--- src/rtl/dds_phase_recover_if.sv ---
// Valid/ready bundle between the sample stream and the recovered-phase consumer.
// With DDS_RESIDUAL_EN defined the bundle also carries the search residual.
interface dds_phase_recover_if;
   localparam int unsigned SAMPLE_W = 9;
   localparam int unsigned PHASE_W  = 8;

   logic [SAMPLE_W-1:0] in_sample;
   logic                in_valid;
   logic                in_ready;
   logic [PHASE_W-1:0]  out_phase;
   logic                out_valid;
   logic                out_ready;
`ifdef DDS_RESIDUAL_EN
   logic [PHASE_W-1:0]  out_residual;

   modport slave  (input  in_sample, in_valid, out_ready,
                   output in_ready, out_phase, out_valid, out_residual);
   modport master (output in_sample, in_valid, out_ready,
                   input  in_ready, out_phase, out_valid, out_residual);
`else
   modport slave  (input  in_sample, in_valid, out_ready,
                   output in_ready, out_phase, out_valid);
   modport master (output in_sample, in_valid, out_ready,
                   input  in_ready, out_phase, out_valid);
`endif
endinterface

--- src/rtl/dds_phase_recover.sv ---
// Recovers the 8-bit DDS phase word from a 9-bit sine sample by binary search of the
// quarter-wave ROM. DDS_RESIDUAL_EN adds out_residual = mag - ROM[result].
module dds_phase_recover #(
   parameter int unsigned HYST = 0
) (
   input  logic               clk,
   input  logic               rst_n,
   dds_phase_recover_if.slave bus
);
   localparam int unsigned MAG_W  = 8;
   localparam int unsigned ADDR_W = 6;
   localparam int unsigned BIT_W  = 3;
   localparam int unsigned CMP_W  = MAG_W + 1;

   localparam logic [MAG_W-1:0] ROM [64] = '{
      8'd0,   8'd6,   8'd13,  8'd19,  8'd25,  8'd31,  8'd37,  8'd44,
      8'd50,  8'd56,  8'd62,  8'd68,  8'd74,  8'd80,  8'd86,  8'd92,
      8'd98,  8'd103, 8'd109, 8'd115, 8'd120, 8'd126, 8'd131, 8'd136,
      8'd142, 8'd147, 8'd152, 8'd157, 8'd162, 8'd167, 8'd171, 8'd176,
      8'd180, 8'd185, 8'd189, 8'd193, 8'd197, 8'd201, 8'd205, 8'd208,
      8'd212, 8'd215, 8'd219, 8'd222, 8'd225, 8'd228, 8'd231, 8'd233,
      8'd236, 8'd238, 8'd240, 8'd242, 8'd244, 8'd246, 8'd247, 8'd249,
      8'd250, 8'd251, 8'd252, 8'd253, 8'd254, 8'd254, 8'd255, 8'd255
   };

   typedef enum logic [1:0] {S_IDLE, S_SEARCH, S_MAP, S_DONE} state_t;

   state_t              r_state,     w_state_nxt;
   logic                r_sign,      w_sign_nxt;
   logic [MAG_W-1:0]    r_mag,       w_mag_nxt;
   logic [ADDR_W-1:0]   r_result,    w_result_nxt;
   logic [BIT_W-1:0]    r_bit,       w_bit_nxt;
   logic [MAG_W-1:0]    r_prev_mag,  w_prev_mag_nxt;
   logic                r_prev_sign, w_prev_sign_nxt;
   logic                r_dir,       w_dir_nxt;
   logic [MAG_W-1:0]    r_out_phase, w_out_phase_nxt;
   logic                r_out_valid, w_out_valid_nxt;
   logic                r_in_ready,  w_in_ready_nxt;
   logic [MAG_W-1:0]    r_residual,  w_residual_nxt;

   logic [CMP_W-1:0]    w_neg, w_abs;
   logic [MAG_W-1:0]    w_in_mag;
   logic [ADDR_W-1:0]   w_cand, w_addr;
   logic [CMP_W-1:0]    w_mag9, w_prev9, w_hyst9;
   logic                w_pp;

   // Sign-magnitude of the incoming sample; only -256 reaches bit 8 and saturates.
   assign w_neg    = ~bus.in_sample + CMP_W'(1);
   assign w_abs    = bus.in_sample[CMP_W-1] ? w_neg : bus.in_sample;
   assign w_in_mag = w_abs[CMP_W-1] ? {MAG_W{1'b1}} : w_abs[MAG_W-1:0];

   assign w_cand  = r_result | ADDR_W'(1 << r_bit);
   assign w_mag9  = {1'b0, r_mag};
   assign w_prev9 = {1'b0, r_prev_mag};
   assign w_hyst9 = CMP_W'(HYST);

   always_comb begin
      w_state_nxt     = r_state;
      w_sign_nxt      = r_sign;
      w_mag_nxt       = r_mag;
      w_result_nxt    = r_result;
      w_bit_nxt       = r_bit;
      w_prev_mag_nxt  = r_prev_mag;
      w_prev_sign_nxt = r_prev_sign;
      w_dir_nxt       = r_dir;
      w_out_phase_nxt = r_out_phase;
      w_residual_nxt  = r_residual;
      w_pp            = 1'b0;
      w_addr          = '0;

      case (r_state)
         S_IDLE: begin
            if (bus.in_valid && r_in_ready) begin
               w_sign_nxt   = bus.in_sample[CMP_W-1];
               w_mag_nxt    = w_in_mag;
               w_result_nxt = '0;
               w_bit_nxt    = BIT_W'(ADDR_W - 1);
               w_state_nxt  = S_SEARCH;
            end
         end
         S_SEARCH: begin
            if (ROM[w_cand] <= r_mag) w_result_nxt = w_cand;
            if (r_bit == '0) w_state_nxt = S_MAP;
            else             w_bit_nxt   = r_bit - BIT_W'(1);
         end
         S_MAP: begin
            // Zero crossing forces rising; otherwise flip only on a trend beyond HYST.
            if (r_sign != r_prev_sign)            w_dir_nxt = 1'b0;
            else if (w_mag9 > w_prev9 + w_hyst9)  w_dir_nxt = 1'b0;
            else if (w_mag9 + w_hyst9 < w_prev9)  w_dir_nxt = 1'b1;

            if (r_mag == {MAG_W{1'b1}}) begin
               w_pp   = 1'b1;
               w_addr = '0;
            end else if (!w_dir_nxt) begin
               w_pp   = 1'b0;
               w_addr = r_result;
            end else begin
               w_pp   = 1'b1;
               w_addr = (r_result == '0) ? {ADDR_W{1'b1}} : ADDR_W'(0) - r_result;
            end
            w_out_phase_nxt = {r_sign, w_pp, w_addr};
            w_residual_nxt  = (r_mag == {MAG_W{1'b1}}) ? '0 : r_mag - ROM[r_result];
            w_prev_mag_nxt  = r_mag;
            w_prev_sign_nxt = r_sign;
            w_state_nxt     = S_DONE;
         end
         S_DONE: begin
            if (bus.out_ready) w_state_nxt = S_IDLE;
         end
         default: w_state_nxt = S_IDLE;
      endcase

      w_in_ready_nxt  = (w_state_nxt == S_IDLE);
      w_out_valid_nxt = (w_state_nxt == S_DONE);
   end

   always_ff @(posedge clk or negedge rst_n) begin
      if (!rst_n) begin
         r_state     <= S_IDLE;
         r_sign      <= 1'b0;
         r_mag       <= '0;
         r_result    <= '0;
         r_bit       <= '0;
         r_prev_mag  <= '0;
         r_prev_sign <= 1'b0;
         r_dir       <= 1'b0;
         r_out_phase <= '0;
         r_out_valid <= 1'b0;
         r_in_ready  <= 1'b1;
         r_residual  <= '0;
      end else begin
         r_state     <= w_state_nxt;
         r_sign      <= w_sign_nxt;
         r_mag       <= w_mag_nxt;
         r_result    <= w_result_nxt;
         r_bit       <= w_bit_nxt;
         r_prev_mag  <= w_prev_mag_nxt;
         r_prev_sign <= w_prev_sign_nxt;
         r_dir       <= w_dir_nxt;
         r_out_phase <= w_out_phase_nxt;
         r_out_valid <= w_out_valid_nxt;
         r_in_ready  <= w_in_ready_nxt;
         r_residual  <= w_residual_nxt;
      end
   end

   assign bus.in_ready  = r_in_ready;
   assign bus.out_phase = r_out_phase;
   assign bus.out_valid = r_out_valid;
`ifdef DDS_RESIDUAL_EN
   assign bus.out_residual = r_residual;
`else
   logic w_residual_unused;
   assign w_residual_unused = ^r_residual;
`endif

endmodule
--- src/flat_wrapper.sv ---
// flat-port wrapper written by rule: the top's interface ports become plain ports
module dds_phase_recover_flat 
#(
   parameter int unsigned HYST = 0
)
  (clk, rst_n, bus_in_sample, bus_in_valid, bus_out_ready, bus_in_ready, bus_out_phase, bus_out_valid);
  dds_phase_recover_if bus_i ();
  input  logic clk;
  input  logic rst_n;
  input wire logic [$bits(bus_i.in_sample)-1:0] bus_in_sample;
  input wire logic [$bits(bus_i.in_valid)-1:0] bus_in_valid;
  input wire logic [$bits(bus_i.out_ready)-1:0] bus_out_ready;
  output wire logic [$bits(bus_i.in_ready)-1:0] bus_in_ready;
  output wire logic [$bits(bus_i.out_phase)-1:0] bus_out_phase;
  output wire logic [$bits(bus_i.out_valid)-1:0] bus_out_valid;
  assign bus_i.in_sample = bus_in_sample;
  assign bus_i.in_valid = bus_in_valid;
  assign bus_i.out_ready = bus_out_ready;
  assign bus_in_ready = bus_i.in_ready;
  assign bus_out_phase = bus_i.out_phase;
  assign bus_out_valid = bus_i.out_valid;
  dds_phase_recover #(.HYST(HYST)) u_core (.clk(clk), .rst_n(rst_n), .bus(bus_i));
endmodule
--- config.mk ---
export PLATFORM = sky130hd
export DESIGN_NAME = dds_phase_recover_flat
export DESIGN_NICKNAME = d
export VERILOG_FILES = /design/src/rtl/dds_phase_recover_if.sv /design/src/rtl/dds_phase_recover.sv /design/src/flat_wrapper.sv
export SDC_FILE = /design/constraint.sdc
export NUM_CORES = 1
export LEC_CHECK = 0
export CAP_MARGIN = 25
export CORE_MARGIN = 4
export CORE_UTILIZATION = 60
export CTS_CLUSTER_SIZE = 24
export DETAILED_ROUTE_END_ITERATION = 8
export DONT_BUFFER_PORTS = 1
export PLACE_DENSITY_LB_ADDON = 0.25
export RECOVER_POWER = 25
export SYNTH_ARGS = -nofsm -noshare
export SYNTH_HDL_FRONTEND = slang
export SYNTH_SLANG_ARGS = --single-unit
--- constraint.sdc ---
create_clock -name clk -period 4.05 [get_ports clk]
set_input_delay 0.2025 -clock clk [delete_from_list [all_inputs] [get_ports clk]]
set_output_delay 0.2025 -clock clk [all_outputs]
set_load 0.02 [all_outputs]
### Word level (Yosys, flattened, before mapping)

Memories as Yosys holds them, arrays and structs flattened.
Cells that the tools add are included.

| cells by class | value |
|---|---|
| $add $sub $neg | 3 |
| $lt $le $gt $ge | 4 |
| eq/ne operators | 9 |
| shift operators | 1 |
| multiplexer cells | 23 |
| bitwise logic cells | 3 |
| reduce and logical (&&, ||, !) cells | 9 |

Operators by type and width:

| kind | number |
|---|---|
| 6-bit two-way mux | 5 |
| 8-bit two-way mux | 3 |
| 6-bit one-hot mux with 2 select lines | 1 |
| 9-bit by 1-bit adder with 9-bit output (second input constant) | 1 |
| 9-bit two-way mux | 1 |
| 9-bit NOT | 1 |
| 8-bit == test (second input constant) | 1 |
| 8-bit > comparator | 1 |
| 8-bit less-or-equal comparator | 1 |
| 8-bit less-than comparator | 1 |
| 2-bit one-hot mux with 4 select lines | 1 |
| 7-bit greater-or-equal comparator (second input constant) | 1 |
| 6-bit NOT with 7-bit output | 1 |
| 2-bit == test (second input constant) | 3 |
| 6-bit logical NOT | 1 |
| 1-bit two-way mux | 6 |
| 2-bit two-way mux | 3 |
| 3-bit two-way mux | 2 |
| 6-bit OR | 1 |
| 3-bit one-hot mux with 2 select lines | 1 |
| 3-bit AND reduction | 2 |
| 1-bit by 3-bit left shift with 6-bit output (first input constant) | 1 |
| 1-bit by 6-bit subtractor with 6-bit output (first input constant) | 1 |
| 2-bit logical NOT | 2 |
| 9 further kinds | 10 |

| storage, ports and cells | value |
|---|---|
| bits in registers | 40 |
| memory bits (read-only) | 512 |
| output and inout bits | 10 |
| logic and storage cells | 64 |
| memories kept | 1 |

Memories:

| memory | words | bits a word | read ports | clocked after memory_dff | write ports | line | source |
|---|---|---|---|---|---|---|---|
| (no name shown) | 64 | 8 | 1 | 0 | 0 | dds_phase_recover.sv:82 | `if (ROM[w_cand] <= r_mag) w_result_nxt = w_cand;` |

### Depth between registers and ports, before layout

| depth | value |
|---|---|
| depth in word-level cells | 9 |
| mapped depth | 17 |

### Least setup slack after synthesis

No wires, ideal clock.

| path | value |
|---|---|
| path kind | reg2reg |
| start | register u_core.r_bit[0] |
| end | register u_core.r_result[4] |
| library setup time | 0.099 ns |
| arrival time | 3.276 ns |
| slack | 0.675 ns |
| cell stages (with the launch flop) | 18 |
| buffers on the path | 0 |
| period minus slack after synthesis | 3.375 ns |
| cells stage by stage | dfrtp_1 > inv_1 > ha_1 > nand2b_1 > nand2_1 > ha_1 > inv_1 > mux4_2 > nand2_1 > o311ai_1 > o21ai_1 > ha_1 > nor2b_1 > o21a_1 > o21a_1 > o21ai_0 > nand2_1 > a311oi_1 |

| on the way | value |
|---|---|
| word-level cells in the longest chain between the ends | 9 |
| elaborated cells between the ends (all ways) | 11 |
| classes of those cells | 1 x order compare; 1 x eq/ne; 1 x shift; 4 x mux; 2 x bitwise; 1 x reduce/logical; 1 x memory |

Ends and longest elaborated chain:

| what | line | source |
|---|---|---|
| from (decl) | dds_phase_recover.sv:32 | `logic [BIT_W-1:0] r_bit, w_bit_nxt;` |
| from (signal assigned) | dds_phase_recover.sv:137 | `r_bit <= w_bit_nxt;` |
| 1-bit by 3-bit left shift with 6-bit output * | dds_phase_recover.sv:52 | `assign w_cand = r_result \| ADDR_W'(1 << r_bit);` |
| 6-bit OR * | dds_phase_recover.sv:52 |  |
| 6-bit NOT with 7-bit output (implied by the code) | dds_phase_recover.sv:82 |  |
| memory 64 x 8 bit | n/a |  |
| 8-bit two-way mux (implied by the code) (2 in series) | dds_phase_recover.sv:82 |  |
| 8-bit less-or-equal comparator | dds_phase_recover.sv:82 |  |
| 2-bit by 1-bit inequality test with 1-bit output (no source line) | n/a |  |
| 3-bit AND reduction (no source line) | n/a |  |
| to (signal assigned) | dds_phase_recover.sv:136 | `r_result <= w_result_nxt;` |
| to (decl) | dds_phase_recover.sv:31 | `logic [ADDR_W-1:0] r_result, w_result_nxt;` |

Every way passes the cells marked *; elsewhere a longest branch is shown, timed or not. The select of a mux whose other input is x is not followed.
A chain may end at the register's enable or synchronous reset.

### Final worst setup path

| path | value |
|---|---|
| start | register u_core.r_bit[1] |
| end | register u_core.r_result[4] |

The elaborated chain is that of the path after synthesis.

==> flow_summary.json <==
{
  "vdd_ir_drop_max_mv": 0.513,
  "finalHoldViolations": 0,
  "fin_tns_setup_ns": 0,
  "insertion_delay_ns": 0.29,
  "grt-ovfl-total": 0,
  "critPathLaunchType": "flip-flop",
  "synth_compound_area_frac": 0.265,
  "timing.final.crit_share": 0.928,
  "hold-worst-slack_ns": 0.0635,
  "regToRegStartpoint": "u_core.r_bit[1]",
  "grt_antenna_before_repair": 0,
  "h-tree-depth": 2,
  "synth.most_common_cell": "nand2_1",
  "synth_xor_area_frac": 0.0283,
  "top_level_ports": 23,
  "postSynthAreaPerCell_um2": 8.28,
  "die_area_um2": 6370,
  "synth_cells": 374,
  "worstMarginPinSlew_ns": 2.05,
  "synth-simple-area-share": 0.166,
  "clk_pin_slew_worst_paths_ns": 0.08,
  "period_minus_slack_ns": 3.76,
  "synth-adder-area-share": 0.125,
  "cp-end-kind": "flip-flop",
  "ys_dominant_reg_cell": "dfrtp_1",
  "cts_buffers": 5,
  "initial_core_util": 0.639,
  "gp_congestion": 0.877,
  "row_count": 25,
  "drive_gt1_frac": 0.0742,
  "ff2ff_setup_slack_ns": 0.29,
  "min_to": "u_core.r_sign",
  "whs_path_depth": 2,
  "chipHeight_um": 79.8,
  "status": "finished with violations",
  "synth_top_family_by_area": "compound AO/OA/AOI/OAI gates",
  "dr.pass1.iters": 4,
  "setup-violations-final": 0,
  "cts_tree": "yes",
  "grt_pass1_wl_um": 12400,
  "violations": "max-capacitance violations, max-slew violations",
  "synthTopCellsByCount": "nand2_1, dfrtp_1, a21oi_1, ha_1, o21ai_0",
  "grt_usage": 0.246,
  "synth.yosys.warnings": 0,
  "syn_nets": 418,
  "drtIter0Drc": 228,
  "cp.arrival_ns": 3.95,
  "synth_area_leaders": "dfrtp_1, ha_1, nand2_1",
  "yosysTopAreaCellShare": 0.307,
  "routed_wl_um": 7180,
  "cts_sinks": 39,
  "fmax_mhz": 266,
  "critical_path_required_ns": 4.24,
  "place_hpwl_um": 5210,
  "num_antenna_cells": 0,
  "hp-start": "bus_in_sample[8]",
  "holdCritPathClass": "in -> reg",
  "wire_per_inst_um": 16.7,
  "p_leak_uw": 0.00148,
  "synth_seq_cells": 39,
  "powerDensity_nw_per_um2": 1010,
  "synthMuxAreaShare": 0.0279,
  "drv_cap": 1,
  "grt_max_degree": 40,
  "core-area_um2": 4850,
  "die_w_um": 79.8,
  "rsz0062_at_grt": "no",
  "async_reset_ff_frac": 1.00,
  "portBuffers": 0,
  "cts_root_buf": "clkbuf_8",
  "synth-edff-count": 0,
  "finClkSkew_ns": 0.00430,
  "ant_nets": 0,
  "reg2regPathDepth": 14,
  "syn_to_final_growth_pct": 4.36,
  "r2r-end": "u_core.r_result[4]",
  "synth.distinct_cells": 53,
  "grt_pass1_vias": 2664,
  "slew_violations": 40,
  "yosysSeqAreaShare": 0.316,
  "fill_cells": 401,
  "post-cts-setup-buffer-count": 0,
  "via_per_inst": 6.35,
  "via_count": 2737,
  "synth_top_cell_by_area": "dfrtp_1",
  "crit_fanout": 12,
  "path_class": "reg -> reg",
  "clockBufferDepth": 2,
  "max_slew_margin": -0.370,
  "route.detailed.drc": 0,
  "final_nets": 407,
  "synth_area_um2": 3100
}
[logic make-up (layout without fill, tap and decap cells)]
group	Yosys count	count (layout)
compound gates	124	124
simple gates	113	113
buf+inv	51	41
flops	39	39
fa+ha+maj	31	31
xor+xnor	10	10
mux	6	6
[power breakdown]
part           switching, uW  internal, uW  total [uW]
clock network            137           199         336
logic                   1270           879        2150
registers                215           561         776
total                   1630          1640        3260
[placed cells by master (no fill, tap or decap), types with 6 or more instances in the layout]
master and instances:
nor2_1 25, a311oi_1 6, buf_4 6, a21oi_1 31, inv_1 23, ha_1 31, a21o_1 8, dfrtp_1 38
nor2b_1 6, nor3_1 9, nand2_1 48, o211ai_1 8, clkbuf_8 6, o21ai_0 29, a22oi_1 9
[per-stage QoR]
| step | cell area [um2] | setup slack, ns | util | instances | total power, uW |
|---|---|---|---|---|---|
| after floorplan | 3100 | 0.675 | - | 374 | 2440 |
| after global placement | 3090 | 0.453 | 0.637 | 420 | 2780 |
| after detailed placement | 3090 | 0.250 | 0.637 | 420 | 2870 |
| after CTS | 3240 | 0.241 | 0.668 | 430 | 3220 |
| after global routing | 3230 | 0.00277 | 0.667 | 431 | 3600 |
| final | 3230 | 0.291 | 0.667 | 431 | 3260 |
[metal layers]
metal,GRT usage,up-vias,part of all wire
met1,0.322,1298,0.44
met2,0.406,106,0.47
met3,0.0395,16,0.068
met5,0,-,0
met4,0.0946,0,0.021
li1,-,1317,-
[worst max-delay path by stage]
| stage | start | to | slack (ns) | cells after the start |
|---|---|---|---|---|
| after floorplan | u_core.r_bit[0] | u_core.r_result[4] | 0.67 | 17 |
| after global placement | u_core.r_bit[0] | u_core.r_result[4] | 0.45 | 17 |
| after detailed placement | u_core.r_bit[0] | u_core.r_result[4] | 0.25 | 17 |
| after CTS | u_core.r_bit[0] | u_core.r_result[4] | 0.24 | 17 |
| after global routing | u_core.r_bit[1] | u_core.r_result[4] | 0.003 | 14 |
| final | u_core.r_bit[1] | u_core.r_result[4] | 0.29 | 14 |
[flip-flops by register name (all words and copies together) (netlist names)]
| name | count |
|---|---|
| u_core.r_mag | 8 |
| u_core.bus.out_valid | 1 |
| u_core.r_state | 2 |
| u_core.r_bit | 3 |
| u_core.r_dir | 1 |
| u_core.r_result | 6 |
| u_core.r_sign | 1 |
| u_core.bus.out_phase | 8 |
| u_core.r_prev_mag | 8 |
| u_core.bus.in_ready | 1 |
[repair_timing]
action,in CTS,in global routing
hold buffers,2,0
resized for setup,0,1
endpoints found under the setup margin,0,4
endpoints found under the hold margin,39,0
[critical path: stages (launching register included)]
cell	delay [ns]
dfrtp_1	0.42
inv_1	0.11
ha_1	0.19
a21o_1	0.36
inv_2	0.20
ha_1	0.29
o311ai_2	0.25
o21ai_1	0.11
mux4_2	0.47
ha_1	0.31
o21a_1	0.13
o21a_1	0.17
o21ai_0	0.14
nand2_1	0.17
a311oi_1	0.32
[area by class of cell]
class | instances | area (um2) | area share
Timing Repair Buffer | 8 | 58.8 | 0.0182
Multi-Input combinational cell | 284 | 1900 | 0.588
Clock inverter | 2 | 35.0 | 0.0108
Tap cell | 67 | 83.8 | 0.0259
Inverter | 25 | 93.8 | 0.0290
Clock buffer | 6 | 82.6 | 0.0256
Sequential cell | 39 | 977 | 0.302
Note: power is estimated with default switching activity, not from simulation.
